[src/rtl/pipe_ctrl.sv]
// Pipeline stall/flush controller: merges stage stall requests, times the
// multi-cycle divider and turns exceptions, interrupts and ERET into a one-cycle redirect.
module pipe_ctrl #(
    parameter int          DIV_CYCLES = 32,
    parameter logic [31:0] EXC_VEC    = 32'h0000_0040
) (
    input  logic        clk,
    input  logic        rst,
    input  logic        stallreq_id,
    input  logic        stallreq_ex,
    input  logic        div_start,
    input  logic        stallreq_mem,
    input  logic        excpt_req,
    input  logic        eret_req,
    input  logic [31:0] mem_pc,
    input  logic [31:0] cp0_epc,
    input  logic [5:0]  int_i,
    input  logic [5:0]  int_mask,
    input  logic        int_en,
    output logic [5:0]  stall,
    output logic        flush,
    output logic        excpt,
    output logic [31:0] ejpc,
    output logic        epc_wr,
    output logic [31:0] epc_wdata,
    output logic        div_done
);

    localparam int CNT_W = (DIV_CYCLES > 2) ? $clog2(DIV_CYCLES) : 1;
    localparam logic [CNT_W-1:0] CNT_LOAD = CNT_W'(DIV_CYCLES - 1);

    typedef enum logic [1:0] {RUN, DIV, FLUSH} state_t;

    state_t           state;
    logic [CNT_W-1:0] cnt;
    logic             int_pend;
    logic             accept;
    logic             take_exc;

    // An event can only be taken while MEM is not stalled and no redirect is in flight.
    always_comb begin
        accept   = !stallreq_mem && (state != FLUSH) && (excpt_req || int_pend || eret_req);
        take_exc = excpt_req || int_pend;
    end

    always_comb begin
        stall = 6'b000000;
        if (state == FLUSH)
            stall = 6'b000000;
        else if (stallreq_mem)
            stall = 6'b011111;
        else if ((state == DIV) && (cnt != '0))
            stall = 6'b001111;
        else if (stallreq_ex)
            stall = 6'b001111;
        else if (stallreq_id)
            stall = 6'b000111;
    end

    // An accepted event aborts the divide, so the final cycle must not also signal completion.
    always_comb begin
        div_done = (state == DIV) && (cnt == '0) && !stallreq_mem && !accept;
    end

    always_ff @(posedge clk) begin
        if (rst) begin
            state     <= RUN;
            cnt       <= '0;
            int_pend  <= 1'b0;
            flush     <= 1'b0;
            excpt     <= 1'b0;
            ejpc      <= 32'h0;
            epc_wr    <= 1'b0;
            epc_wdata <= 32'h0;
        end else begin
            int_pend  <= (|(int_i & int_mask)) & int_en;
            flush     <= 1'b0;
            excpt     <= 1'b0;
            ejpc      <= 32'h0;
            epc_wr    <= 1'b0;
            epc_wdata <= 32'h0;
            if (accept) begin
                state <= FLUSH;
                cnt   <= '0;
                flush <= 1'b1;
                excpt <= 1'b1;
                if (take_exc) begin
                    ejpc      <= EXC_VEC;
                    epc_wr    <= 1'b1;
                    epc_wdata <= mem_pc;
                end else begin
                    ejpc <= cp0_epc;
                end
            end else begin
                case (state)
                    RUN: begin
                        if (div_start) begin
                            state <= DIV;
                            cnt   <= CNT_LOAD;
                        end
                    end
                    DIV: begin
                        // Counter holds while memory stalls the whole pipe.
                        if (!stallreq_mem) begin
                            if (cnt == '0)
                                state <= RUN;
                            else
                                cnt <= cnt - 1'b1;
                        end
                    end
                    FLUSH:   state <= RUN;
                    default: state <= RUN;
                endcase
            end
        end
    end

endmodule

[config.mk]
export PLATFORM = sky130hd
export DESIGN_NAME = pipe_ctrl
export DESIGN_NICKNAME = d
export VERILOG_FILES = /design/src/rtl/pipe_ctrl.sv
export SDC_FILE = /design/constraint.sdc
export NUM_CORES = 1
export LEC_CHECK = 0
export CORE_MARGIN = 2
export CORE_UTILIZATION = 34
export CTS_CLUSTER_DIAMETER = 120
export DETAILED_ROUTE_END_ITERATION = 10
export PLACE_DENSITY = 0.76
export SLEW_MARGIN = 20
export SYNTH_ARGS = -nofsm -noshare
export SYNTH_HDL_FRONTEND = slang
export SYNTH_SLANG_ARGS = --single-unit
[constraint.sdc]
create_clock -name clk -period 2 [get_ports clk]
set_input_delay 0.4 -clock clk [delete_from_list [all_inputs] [get_ports clk]]
set_output_delay 0.4 -clock clk [all_outputs]
set_load 0.02 [all_outputs]
# Word-level counts from Yosys, hierarchy flattened
# Cells that the tools add are included.
[totals]
in_bits = 85
regBits = 74
output_inout_bits = 74
[classes]
n_reduce_logical = 22
n_bitwise = 4
n_eq_ne = 10
add_sub_neg = 1
muxes = 17
[op_table]
columns = ["op", "count"]
rows = [
  ["2-to-1 mux 5 bit", 5],
  ["one-hot mux 5 bit (2 select lines)", 1],
  ["2-to-1 mux 2 bit", 4],
  ["2-to-1 mux 4 bit", 2],
  ["!= test 2 bit, second input constant", 4],
  ["2-to-1 mux 7 bit", 1],
  ["bitwise AND 6 bit", 1],
  ["logical AND 1 bit", 6],
  ["!= test 3 bit, second input constant", 2],
  ["AND reduction 3 bit", 2],
  ["OR reduction 3 bit", 2],
  ["OR reduction 6 bit", 1],
  ["logical NOT 5 bit", 1],
  ["nonzero test 5 bit", 1],
  ["subtractor 5 x 1 -> 5 bit, second input constant", 1],
  ["one-hot mux 2 bit (2 select lines)", 1],
  ["AND reduction 4 bit", 1],
  ["OR reduction 2 bit", 2],
  ["2-to-1 mux 3 bit", 1],
  ["!= test 3 x 2 -> 1 bit, second input constant", 1],
  ["== test 2 x 1 -> 1 bit, second input constant", 1],
  ["== test 2 bit, second input constant", 1],
  ["logical NOT 1 bit", 2],
  ["logical NOT 2 bit", 1],
  ["6 further kinds", 9],
]

# Longest topological paths before layout
[depth]
word_depth = 5
depth_mapped = 6
ltp_nobuf = 6

# Worst setup path before layout
# OpenSTA, ideal clock, no wires.
[synth_path]
kind = "register to output"
startpoint = "register cnt[0]"
endpoint = "output stall[1]"
setup_slack_ns = -0.185
stages_incl_launch_ff = 7
required_time_ns = 1.600
arrival_time_ns = 1.785
path_buffers = 1
cell_sequence = "dfxtp_1 inv_1 ha_1 nor4b_1 o21ai_0 a21o_1 buf_4"
[synth_via]
elab_chain_len = 5
[synth_lines]
columns = ["element", "line_no", "text"]
rows = [
  ["from (decl)", "35", "logic [CNT_W-1:0] cnt;"],
  ["from (signal assigned)", "108", "cnt <= cnt - 1'b1;"],
  ["nonzero test 5 bit", "52", "else if ((state == DIV) && (cnt != '0))"],
  ["logical AND 1 bit", "52", ""],
  ["2-to-1 mux 4 bit", "52", ""],
  ["2-to-1 mux 5 bit", "50", "else if (stallreq_mem)"],
  ["2-to-1 mux 5 bit", "48", "if (state == FLUSH)"],
  ["to (decl)", "20", "output logic [5:0] stall,"],
]
# No other way between the ends.

# Worst setup path in the final report
[layout_path]
startpoint = "register cnt[0]"
endpoint = "output div_done"
[layout_via]
elab_chain_len = 4
[layout_lines]
columns = ["element", "line_no", "text"]
rows = [
  ["logical NOT 5 bit", "62", "div_done = (state == DIV) && (cnt == '0) && !stallreq_mem && !accept;"],
  ["logical AND 1 bit (3 in a row)", "62", ""],
  ["to (decl)", "26", "output logic div_done"],
]
# No other way between the ends.

==> metrics.txt <==
# TYPE chip_impl_metric gauge
chip_impl_metric{name="grt_max_degree",unit=""} 32
chip_impl_info{name="crit_slowest_cell",value="dfxtp_2"} 1
chip_impl_metric{name="grt_first_pass_wirelength",unit="µm"} 9360
chip_impl_info{name="worst_hold_path_type",value="reg -> reg"} 1
chip_impl_metric{name="synth_area",unit="µm²"} 2280
chip_impl_metric{name="core_area",unit="µm²"} 6420
chip_impl_metric{name="final-setup-viol-count",unit=""} 0
chip_impl_metric{name="syn-num-nets",unit=""} 284
chip_impl_info{name="cpLargestDelayFamily",value="simple AND/OR/NAND/NOR gates"} 1
chip_impl_info{name="post_synth_main_area_contributors",value="dfxtp_1, and2_1, a311oi_1"} 1
chip_impl_metric{name="layout.cell_area.non_filler",unit="µm²"} 4260
chip_impl_metric{name="vias",unit=""} 1983
chip_impl_info{name="yosys_most_used_dff",value="dfxtp_1"} 1
chip_impl_metric{name="die_width",unit="µm"} 85.8
chip_impl_metric{name="clock_path_buffers",unit=""} 2
chip_impl_metric{name="route.detailed.drc",unit=""} 12
chip_impl_metric{name="fin_nets",unit=""} 460
chip_impl_metric{name="grt_pass1_vias",unit=""} 1965
chip_impl_metric{name="logic_depth_of_the_worst_register_to_register_path",unit=""} 6
chip_impl_metric{name="wire_per_inst",unit="µm"} 13.3
chip_impl_info{name="failed_checks",value="DRC"} 1
chip_impl_metric{name="total_global_route_track_usage",unit="%"} 16.5
chip_impl_metric{name="cp.buffers_inverters",unit=""} 3
chip_impl_metric{name="portion_of_the_clock_cycle_consumed_by_the_worst_path_in_the_final_layout",unit="%"} 98.7
chip_impl_metric{name="ios",unit=""} 159
chip_impl_metric{name="route.antenna.remaining_nets",unit=""} 0
chip_impl_info{name="critical_path.cell_chain",value="inv_2 -> ha_4 -> buf_4 -> nand3b_1 -> nor4_2 -> buf_2"} 1
chip_impl_metric{name="detailed_place_hpwl",unit="µm"} 4700
chip_impl_metric{name="cellLeakagePower",unit="nW"} 1.72
chip_impl_metric{name="seq_area",unit="µm²"} 1480
chip_impl_metric{name="synth.yosys.seq_area_share",unit="%"} 65.1
chip_impl_info{name="cts_tree",value="done"} 1
chip_impl_metric{name="r2r_setup_slack",unit="ns"} 0.39
chip_impl_metric{name="slew_viol_final",unit=""} 0
chip_impl_metric{name="worst_ep_arrival_time",unit="ns"} 1.57
chip_impl_metric{name="synth_edf_count",unit=""} 0
chip_impl_metric{name="routed_via_density",unit=""} 4.36
chip_impl_metric{name="io_buffer_count",unit=""} 157
chip_impl_metric{name="clkSinkCount",unit=""} 74
chip_impl_info{name="critical_path_class",value="reg -> out"} 1
chip_impl_metric{name="synthDistinctLibCells",unit=""} 31
chip_impl_metric{name="routed_wl",unit="µm"} 6070
chip_impl_metric{name="grt_remaining_overflow",unit=""} 0
chip_impl_metric{name="asyncSetResetFlopFracSynth",unit="%"} 0
chip_impl_metric{name="number_of_buffers_created_by_cts",unit=""} 9
chip_impl_metric{name="maximum_net_fanout_on_the_critical_path",unit=""} 4
chip_impl_metric{name="fp.dieArea",unit="µm²"} 7370
chip_impl_metric{name="drt_first_iter_violations",unit=""} 66
chip_impl_metric{name="fraction_of_layout_cells_with_a_size_suffix_above_1",unit="%"} 13.8
chip_impl_metric{name="highest_cell_delay_on_the_worst_timing_path",unit="ns"} 0.33
chip_impl_metric{name="antenna_violations_before_repair",unit=""} 0
chip_impl_metric{name="yosysWarningCount",unit=""} 0
chip_impl_metric{name="report.final.hold_viol_count",unit=""} 0
chip_impl_metric{name="worstSkewPairLatency",unit="ns"} 0.32
chip_impl_metric{name="initial_core_utilization",unit="%"} 35.5
chip_impl_info{name="synth_top_cell_by_area",value="dfxtp_1"} 1
chip_impl_info{name="setup_repair_after_global_routing_missed_its_margin",value="yes"} 1
chip_impl_metric{name="dr.pass1.iters",unit=""} 10
chip_impl_metric{name="antenna_cells_inserted",unit=""} 0
chip_impl_metric{name="depth_of_the_worst_hold_timing_path",unit=""} 2
chip_impl_info{name="commonest_non_fill_non_tap_cell_in_the_layout",value="clkdlybuf4s50_1"} 1
chip_impl_metric{name="layoutNonFillerInstCount",unit=""} 455
chip_impl_metric{name="finalWeightedCongestion",unit=""} 0.755
chip_impl_metric{name="achievable-frequency",unit="GHz"} 0.507
chip_impl_metric{name="multi_input_area",unit="µm²"} 749
chip_impl_metric{name="max-cap-violations",unit=""} 0
chip_impl_info{name="cp-start-kind",value="flop"} 1
chip_impl_metric{name="period_needed",unit="ns"} 1.97
chip_impl_metric{name="row_count",unit=""} 29
chip_impl_metric{name="syn_to_final_growth",unit="%"} 86.9
chip_impl_metric{name="cts_max_level",unit=""} 3
chip_impl_metric{name="syn_inst",unit=""} 198
chip_impl_info{name="status",value="finished with violations"} 1
chip_impl_metric{name="pwr_density_cell",unit="nW/µm²"} 716
chip_impl_metric{name="finClkSkew",unit="ns"} 0.00434
chip_impl_info{name="ctsRootBufferMaster",value="clkbuf_8"} 1
chip_impl_metric{name="ir_worst_vdd",unit="V"} 0.000450
chip_impl_metric{name="die-height",unit="µm"} 85.8
chip_impl_metric{name="clkTransAtPathRegs",unit="ns"} 0.07
chip_impl_metric{name="place_area",unit="µm²"} 4040
chip_impl_metric{name="yosys.area.top_type_share",unit="%"} 65.1
chip_impl_metric{name="cts_hold_buf",unit=""} 0
chip_impl_info{name="layout_common_cells",value="clkdlybuf4s50_1, dfxtp_1, and2_1"} 1
chip_impl_metric{name="cp_data_required_time",unit="ns"} 1.60
chip_impl_metric{name="timing.critical_path.depth",unit=""} 6
chip_impl_metric{name="dp_cell_count",unit=""} 439
chip_impl_metric{name="yosys_register_bits",unit=""} 74
chip_impl_metric{name="avg_synthesized_cell_area",unit="µm²"} 11.5
chip_impl_info{name="worstSetupEndpointType",value="output pin"} 1
chip_impl_metric{name="layout.filler_cells",unit=""} 531
-- cells by family after synthesis --
kind of cell	after synthesis	synth area share, %
simple gates	90	25.3
flops	74	65.1
compound gates	16	5.22
buf+inv	16	3.68
fa+ha+maj	1	0.549
other cells	1	0.165
-- cells in the mapped netlist (all sizes together) (2+ instances only) --
library cell,number
nor2,4
and2,64
nor3,8
nor4,3
a211oi,2
inv,4
nor3b,3
a21o,3
nand2b,2
clkbuf,6
dfxtp,74
buf,6
a22oi,3
a311oi,4
-- routing by layer --
layer | GRT usage (%) | vias up | routed length [µm]
met3 | 4.72 | 16 | 449
met2 | 29.8 | 96 | 3190
met1 | 17.6 | 883 | 2280
met5 | 0 | - | 0
met4 | 7.94 | 0 | 152
li1 | - | 988 | -
-- metrics by stage --
step	setup slack, ns	total power, W	util (%)	TNS (ns)	hold WS (ns)
finish	0.0264	0.00305	66.3	0	0.550
global route	-0.0809	0.00320	66.3	-0.320	0.564
CTS	-0.00669	0.00309	66.1	-0.0198	0.554
detailed placement	-0.368	0.00207	63.0	-4.28	0.516
global placement	-0.338	0.00206	63.0	-2.55	0.498
floorplan	0.00321	0.00175	-	0	0.467
-- worst register-to-register path, stage by stage, from the launching register on --
cell	delay (ns)
dfxtp_1	0.36
nor2b_2	0.18
buf_4	0.15
nor4_4	0.24
nor3b_2	0.28
buf_12	0.20
and2_1	0.15
-- final timing paths --
path            start        to
max reg2reg  state[1]  ejpc[19]
min reg2reg    cnt[0]    cnt[0]
min            cnt[0]    cnt[0]
max            cnt[0]  div_done
-- report_power, final --
part / internal (W) / leakage, nW / switching [W] / total, W
clock: 0.000506 / 0.0920 / 0.000487 / 0.000993
combinational: 0.000320 / 1.03 / 0.000186 / 0.000507
sequential: 0.00152 / 0.602 / 0.0000259 / 0.00155
-- state kept, by name, summed over array words and instances, names as in the netlist --
| register | cells |
|---|---|
| int_pend | 1 |
| ejpc | 32 |
| state | 2 |
| excpt | 1 |
| epc_wr | 1 |
| epc_wdata | 32 |
| cnt | 5 |
-- area by class of cell --
class | count | share of cell area (%)
inverter | 4 | 0.353
multi-input combinational | 108 | 17.6
timing repair buffer | 177 | 40.9
tap | 77 | 2.26
clock inverter | 3 | 0.353
sequential | 74 | 34.9
clock buffer | 12 | 3.64
-- what timing repair did --
| action | in CTS | in global routing |
|---|---|---|
| setup endpoints to repair | 6 | 4 |
| buffers inserted | 0 | 1 |
| resized for setup | 38 | 1 |
| gates cloned | 0 | 0 |
| pin swaps | 3 | 3 |
No activity file was read; power rests on OpenSTA's default activity.
